[src/rtl/unlock_attempt_scheduler.sv]
// ---------------------------------------------------------------------------
// unlock_attempt_scheduler
//
// Arbitrates password-attempt nibble streams from two requesters (A and B)
// onto the parallel input of a single unlocking datapath. It also collects
// the datapath's pass/fail pulses, reports one result strobe per attempt,
// tracks consecutive failures and enforces a lockout period after too many
// failures in a row.
//
// Optional feature macro: UNLOCK_SCHED_TIMEOUT_EN
//   When defined, an attempt that sees no datapath result within
//   RES_TIMEOUT clocks of its last nibble is closed as a failure. When it is
//   not defined, the scheduler waits for a result indefinitely and carries no
//   timeout counter.
//
// Parameters
//   N            nibble width forwarded to the datapath
//   WORDS        nibbles per password attempt
//   MAX_FAIL     consecutive failures that trigger a lockout
//   LOCK_CYCLES  lockout duration in clocks
//   RES_TIMEOUT  clocks to wait for a result (timeout build only)
//
// Ports
//   clk            single clock, all logic on its rising edge
//   rst_n          synchronous active-low reset
//   a_data/a_valid/a_ready   requester A nibble stream (ready is an output)
//   b_data/b_valid/b_ready   requester B nibble stream (ready is an output)
//   p_data/p_valid/p_ready   datapath parallel input (ready is an input)
//   unlock         datapath pulse: password accepted
//   pwd_incorrect  datapath pulse: password rejected
//   res_valid      one-clock result strobe
//   res_port       requester that owned the attempt (0=A, 1=B)
//   res_ok         attempt passed
//   locked         lockout in progress
//   fail_cnt       consecutive-failure count, saturating at MAX_FAIL
// ---------------------------------------------------------------------------
module unlock_attempt_scheduler #(
    parameter int N           = 4,
    parameter int WORDS       = 4,
    parameter int MAX_FAIL    = 3,
    parameter int LOCK_CYCLES = 16,
    parameter int RES_TIMEOUT = 8
) (
    input  logic                          clk,
    input  logic                          rst_n,
    input  logic [N-1:0]                  a_data,
    input  logic                          a_valid,
    output logic                          a_ready,
    input  logic [N-1:0]                  b_data,
    input  logic                          b_valid,
    output logic                          b_ready,
    output logic [N-1:0]                  p_data,
    output logic                          p_valid,
    input  logic                          p_ready,
    input  logic                          unlock,
    input  logic                          pwd_incorrect,
    output logic                          res_valid,
    output logic                          res_port,
    output logic                          res_ok,
    output logic                          locked,
    output logic [$clog2(MAX_FAIL+1)-1:0] fail_cnt
);

    localparam int FW = $clog2(MAX_FAIL + 1);
    localparam int WW = $clog2(WORDS + 1);
    localparam int LW = $clog2(LOCK_CYCLES + 1);

    typedef enum logic [2:0] {
        IDLE,
        XFER,
        WAIT_RES,
        COOL,
        LOCKOUT
    } state_t;

    state_t         state;
    state_t         state_next;

    // Current owner of the datapath (0=A, 1=B) and the requester that wins
    // the next tie. After reset A wins the first tie.
    logic           grant;
    logic           prefer_b;
    logic           take_grant;
    logic           grant_next;

    logic [WW-1:0]  word_cnt;
    logic           cool_second;
    logic [LW-1:0]  lock_cnt;

    logic           handshake;
    logic           res_fire;
    logic           res_pass;

`ifdef UNLOCK_SCHED_TIMEOUT_EN
    localparam int TW = $clog2(RES_TIMEOUT + 1);
    logic [TW-1:0]  wait_cnt;
`endif

    assign locked = (state == LOCKOUT);

    // Next-state and datapath steering. Only XFER ever opens a ready or
    // drives p_valid, so every other state keeps both requesters stalled.
    // A result seen during XFER is an early reject and always counts as a
    // failure, whatever the pulse was. In WAIT_RES a simultaneous unlock
    // and pwd_incorrect is also treated as a failure.
    always_comb begin
        state_next = state;
        a_ready    = 1'b0;
        b_ready    = 1'b0;
        p_valid    = 1'b0;
        p_data     = '0;
        take_grant = 1'b0;
        grant_next = grant;
        handshake  = 1'b0;
        res_fire   = 1'b0;
        res_pass   = 1'b0;

        case (state)
            IDLE: begin
                if (a_valid || b_valid) begin
                    take_grant = 1'b1;
                    grant_next = (a_valid && b_valid) ? prefer_b : b_valid;
                    state_next = XFER;
                end
            end

            XFER: begin
                p_data    = grant ? b_data  : a_data;
                p_valid   = grant ? b_valid : a_valid;
                a_ready   = !grant && p_ready;
                b_ready   = grant && p_ready;
                handshake = p_valid && p_ready;
                if (unlock || pwd_incorrect) begin
                    res_fire   = 1'b1;
                    state_next = COOL;
                end else if (handshake && (word_cnt == WW'(WORDS - 1))) begin
                    state_next = WAIT_RES;
                end
            end

            WAIT_RES: begin
                if (unlock || pwd_incorrect) begin
                    res_fire   = 1'b1;
                    res_pass   = unlock && !pwd_incorrect;
                    state_next = COOL;
                end
`ifdef UNLOCK_SCHED_TIMEOUT_EN
                else if (wait_cnt == TW'(RES_TIMEOUT - 1)) begin
                    res_fire   = 1'b1;
                    state_next = COOL;
                end
`endif
            end

            COOL: begin
                if (cool_second) begin
                    state_next = (fail_cnt == FW'(MAX_FAIL)) ? LOCKOUT : IDLE;
                end
            end

            LOCKOUT: begin
                if (lock_cnt == LW'(LOCK_CYCLES - 1)) begin
                    state_next = IDLE;
                end
            end

            default: begin
                state_next = IDLE;
            end
        endcase
    end

    // State register plus the grant bookkeeping. The tie-break pointer
    // flips to the other requester on every grant, so under continuous
    // contention A and B alternate.
    always_ff @(posedge clk) begin
        if (!rst_n) begin
            state    <= IDLE;
            grant    <= 1'b0;
            prefer_b <= 1'b0;
        end else begin
            state <= state_next;
            if (take_grant) begin
                grant    <= grant_next;
                prefer_b <= !grant_next;
            end
        end
    end

    // Phase counters. The nibble counter is cleared whenever the next state
    // is not XFER, so each attempt starts from zero. The cool flag marks
    // the second COOL clock, and the lock counter runs only while locked.
    always_ff @(posedge clk) begin
        if (!rst_n) begin
            word_cnt    <= '0;
            cool_second <= 1'b0;
            lock_cnt    <= '0;
        end else begin
            if (state_next != XFER) begin
                word_cnt <= '0;
            end else if (handshake) begin
                word_cnt <= word_cnt + WW'(1);
            end

            cool_second <= (state == COOL) && !cool_second;

            if (state == LOCKOUT) begin
                lock_cnt <= lock_cnt + LW'(1);
            end else begin
                lock_cnt <= '0;
            end
        end
    end

`ifdef UNLOCK_SCHED_TIMEOUT_EN
    // Clocks spent in WAIT_RES for the current attempt.
    always_ff @(posedge clk) begin
        if (!rst_n) begin
            wait_cnt <= '0;
        end else if (state == WAIT_RES) begin
            wait_cnt <= wait_cnt + TW'(1);
        end else begin
            wait_cnt <= '0;
        end
    end
`endif

    // Result reporting and the consecutive-failure count. The strobe is
    // registered, so it appears the clock after the result is detected,
    // and fail_cnt already shows the updated count in that same clock.
    // The count is cleared again on the last lockout clock.
    always_ff @(posedge clk) begin
        if (!rst_n) begin
            res_valid <= 1'b0;
            res_port  <= 1'b0;
            res_ok    <= 1'b0;
            fail_cnt  <= '0;
        end else begin
            res_valid <= res_fire;
            if (res_fire) begin
                res_port <= grant;
                res_ok   <= res_pass;
                if (res_pass) begin
                    fail_cnt <= '0;
                end else if (fail_cnt != FW'(MAX_FAIL)) begin
                    fail_cnt <= fail_cnt + FW'(1);
                end
            end else if ((state == LOCKOUT) && (state_next == IDLE)) begin
                fail_cnt <= '0;
            end
        end
    end

endmodule
[config.mk]
export PLATFORM = sky130hd
export DESIGN_NAME = unlock_attempt_scheduler
export DESIGN_NICKNAME = d
export VERILOG_FILES = /design/src/rtl/unlock_attempt_scheduler.sv
export SDC_FILE = /design/constraint.sdc
export NUM_CORES = 1
export LEC_CHECK = 0
export BUFFER_PORTS_ARGS = -buffer_cell sky130_fd_sc_hd__buf_2
export CAP_MARGIN = 20
export CORE_ASPECT_RATIO = 1.25
export CORE_MARGIN = 2
export CORE_UTILIZATION = 30
export CTS_CLUSTER_SIZE = 16
export DETAILED_ROUTE_END_ITERATION = 8
export PLACE_DENSITY = 0.52
export SYNTH_ARGS = -nofsm -noshare
export SYNTH_HDL_FRONTEND = slang
export SYNTH_SLANG_ARGS = --single-unit
[constraint.sdc]
create_clock -name clk -period 1.75 [get_ports clk]
set_input_delay 0.2625 -clock clk [delete_from_list [all_inputs] [get_ports clk]]
set_output_delay 0.2625 -clock clk [all_outputs]
set_load 0.02 [all_outputs]
==> results list <==
* Result of the run: finished clean
- Synthesized netlist net count: 133
- Detailed placement finished with a half-perimeter wire length of 1688 um.
- Netlist cell types: 34
- At the end of the flow, the number of nets in the layout was 162.
- Overall routing resource usage: 11.99%
* Post-synth ARST share: 0%
- In the post-synthesis netlist, the cell with the most instances is sky130_fd_sc_hd__dfxtp_1.
- Leak pwr: 0.5522 nW
- Post-Synth XOR/XNOR Area: 3.496%
- Number of DRC markers in iteration 0: 19
- Data arrival time at the worst-slack endpoint: 1.31 ns
- STA classifies the critical path endpoint as an output port.
- A synthesized cell averages 8.869 um^2.
* Maximum clock frequency: 0.6355 GHz
- Required time of the worst setup path: 1.49 ns
- CTS tree: built
- Via count of the first global-routing pass: 862
- For this run the aggregate overflow at the end of global routing stands at 0.
- No sink is reached through more buffers than the 2 on the longest clock path.
* First-pass GRT wire length: 3650 um
- Along the worst path, the maximum fanout reaches 11.
- The number of antenna diodes in the final layout is 0.
- By area, the combinational part of the netlist is dominated by simple AND/OR/NAND/NOR gates.
* Cells after Synth: 113
- Summing the areas of all compound-gate instances in the mapped netlist gives 14.23% of the synthesized area.
* Final design area excluding fillers: 1222 um^2
- Setup violations remaining at the end of the flow were counted as 0.
- Counting I/O delays and the setup requirement, the final critical path takes 1.574 ns.
* Adder-cell area share of the yosys netlist: 6.242%
- Summing every instance area after synthesis gives 1002 um^2.
- Summing the areas of all and, or, nand and nor instances in the mapped netlist gives 26.22% of the synthesized area.
* Per-cell routed wire length: 12.00 um
- Port buffer count: 27
- Synth Flop Type: sky130_fd_sc_hd__dfxtp_1
- The worst pin sits at a relative slew slack of 70.73%.
* Top post-synthesis cells by area: sky130_fd_sc_hd__dfxtp_1 (38%), sky130_fd_sc_hd__ha_1 (6.2%), sky130_fd_sc_hd__mux2i_1 (6.0%)
* Worst Tran Pin Value: 0.4357 ns
- Summed over its instances, the top area cell type makes up 37.95% of the synthesized netlist area.
- VDD sags by at most 438.2 uV.
- Cell Area, Placed: 1170 um^2
* DIE AREA: 3822 um^2
- Worst-path clk slew: 0.07 ns
- The filler cells instantiated in the layout total 313.
- The biggest area contributor in the post-synthesis netlist is sky130_fd_sc_hd__dfxtp_1.
* Total vias in the final route: 903
* Count of pins on the block boundary: 28
- On the final layout, the worst clock skew is 0.001724 ns.
- Height of the chip: 68.62 um
- Largest net degree at the start of global routing: 13
- Path class of the lowest-slack min-delay path: input pin to flop
- For this run, the number of Yosys warnings is 0.
- The initial antenna violation count came to 0.
- Setup repair after global routing left no endpoint under its margin.
- Count of antenna-violating nets left after detailed routing: 0
- Initial core utilization: 31.37%
- Max-cap check violation count: 0
* Part of the cycle the worst path needs: 89.92%
- Residual DRC: 0
- Most instantiated cells after synthesis: sky130_fd_sc_hd__dfxtp_1 (19), sky130_fd_sc_hd__nor2_1 (16), sky130_fd_sc_hd__nor3_1 (8), sky130_fd_sc_hd__inv_1 (6), sky130_fd_sc_hd__mux2i_1 (6)
- Fraction of layout cells with a size suffix above 1: 28.37%
- Global placer's final weighted congestion: 0.7998
- Accumulated negative setup slack: 0 ns
- Number of levels in the clock H-tree: 1
- Clk sink count: 19
- For the worst-skew pair, the clock arrives at the later sink with an insertion delay of 0.25 ns.
- The number of failing hold endpoints at the final stage is 0.
* Number of flops mapped to enable cells by yosys: 0
- Fraction of the yosys area taken by sequential cells: 37.95%
* Standard-cell rows: 23
- Vias per cell: 5.073
- Post-detailed-routing wire length: 2136 um
* Startpoint class of the critical path: flop
- TritonCTS Buffers: 3
- The count of pins over their slew limit is 0.
* Power per unit of standard cell area: 903.7 nW/um^2
- Post-CTS setup buffers: 0
* Core Box Area: 3194 um^2
- Number of detailed-route iterations in the first pass: 4
- Synth-to-layout area growth: 21.97%
- The worst setup path is of the flop to output port kind.
- In this run the clock root is driven by a sky130_fd_sc_hd__clkbuf_8.
- The die is 55.70 um wide.
- After synthesis, the share of cell area in mux cells is 7.491%.
- After synthesis the netlist holds a flip-flop and latch count of 19.
-- path summary, 6_finish.rpt --
check	startpoint	to	slack (ns)	cells after the start
worst max-delay path	state[1]	a_ready	0.18	3
worst min-delay path	a_valid	grant	0.27	2
worst max register to register	grant	word_cnt[2]	0.19	4
worst min register to register	lock_cnt[0]	lock_cnt[0]	0.46	1
-- report_power, final --
| group | switching, mW | total, mW | internal (mW) |
|---|---|---|---|
| Combinational | 0.173 | 0.301 | 0.129 |
| Clock | 0.146 | 0.304 | 0.158 |
| Sequential | 0.0352 | 0.499 | 0.464 |
| Total | 0.353 | 1.10 | 0.751 |
-- sequential cells by signal, indices dropped and copies added, names as in the netlist --
name and count:
lock_cnt 5, state 3, word_cnt 3, fail_cnt 2
cool_second 1, grant 1, prefer_b 1, res_ok 1
res_port 1, res_valid 1
-- what timing repair did --
action | 4_1_cts | 5_1_grt
gates resized for setup | 0 | 4
hold buffers | 0 | 0
setup endpoints to repair | 0 | 7
-- cell usage in the layout, fill, tap and decap left out, types with 2 or more instances in the layout --
master,synthesis,layout
sky130_fd_sc_hd__a311oi_1,3,3
sky130_fd_sc_hd__dfxtp_1,19,16
sky130_fd_sc_hd__nor2_1,16,16
sky130_fd_sc_hd__nand2b_1,2,2
sky130_fd_sc_hd__nor3b_1,2,2
sky130_fd_sc_hd__nand3_1,2,2
sky130_fd_sc_hd__nand2_1,5,5
sky130_fd_sc_hd__dfxtp_2,0,3
sky130_fd_sc_hd__xnor2_1,2,2
sky130_fd_sc_hd__nor2b_1,4,3
sky130_fd_sc_hd__buf_2,2,27
sky130_fd_sc_hd__a32o_1,2,2
sky130_fd_sc_hd__inv_1,6,6
sky130_fd_sc_hd__and3_1,5,5
sky130_fd_sc_hd__a21oi_1,4,4
sky130_fd_sc_hd__nor3_1,8,8
sky130_fd_sc_hd__clkbuf_8,0,3
sky130_fd_sc_hd__ha_1,5,5
sky130_fd_sc_hd__mux2i_1,6,6
sky130_fd_sc_hd__o32ai_1,2,2
sky130_fd_sc_hd__and2_1,2,2
sky130_fd_sc_hd__xor2_1,2,2
-- area by class of cell --
cell class | instances | area, um^2 | share of cell area (%)
timing repair buffer | 28 | 142.6 | 11.67
sequential | 19 | 384.1 | 31.42
clock buffer | 3 | 41.29 | 3.378
inverter | 6 | 22.52 | 1.842
tap | 37 | 46.29 | 3.787
multi-input combinational | 84 | 580.6 | 47.49
clock inverter | 1 | 5.005 | 0.4094
-- critical path, cell delays in order, from the launching register on --
cell,delay [ns]
sky130_fd_sc_hd__dfxtp_2,0.38
sky130_fd_sc_hd__and4bb_2,0.36
sky130_fd_sc_hd__nor2b_1,0.15
sky130_fd_sc_hd__buf_2,0.17
-- layer usage --
| metal | up-vias | track usage, % | wire length, um |
|---|---|---|---|
| met1 | 411 | 14.32 | 989 |
| li1 | 461 | - | - |
| met5 | - | 0 | 0 |
| met3 | 2 | 2.799 | 128 |
| met2 | 29 | 21.13 | 992 |
| met4 | 0 | 4.573 | 25 |
-- logic make-up after synthesis --
group,after synthesis
simple gates,50
flops,19
compound gates,18
buf+inv,10
mux,7
fa+ha+maj,5
xor+xnor,4
-- metrics by stage --
stage | std cells | power (mW) | utilization (%) | setup WS [ns] | hold slack (ns)
2_1_floorplan | 113 | 0.7222 | - | 0.2206 | 0.3722
3_3_place_gp | 174 | 0.8000 | 36.62 | 0.2171 | 0.4411
3_5_place_dp | 174 | 0.8067 | 36.62 | 0.1639 | 0.4458
4_1_cts | 178 | 1.115 | 38.07 | 0.05630 | 0.2748
5_1_grt | 178 | 1.178 | 38.27 | 0.03625 | 0.2828
6_report | 178 | 1.105 | 38.27 | 0.1763 | 0.2724
Power figures use the tool's default switching activity.
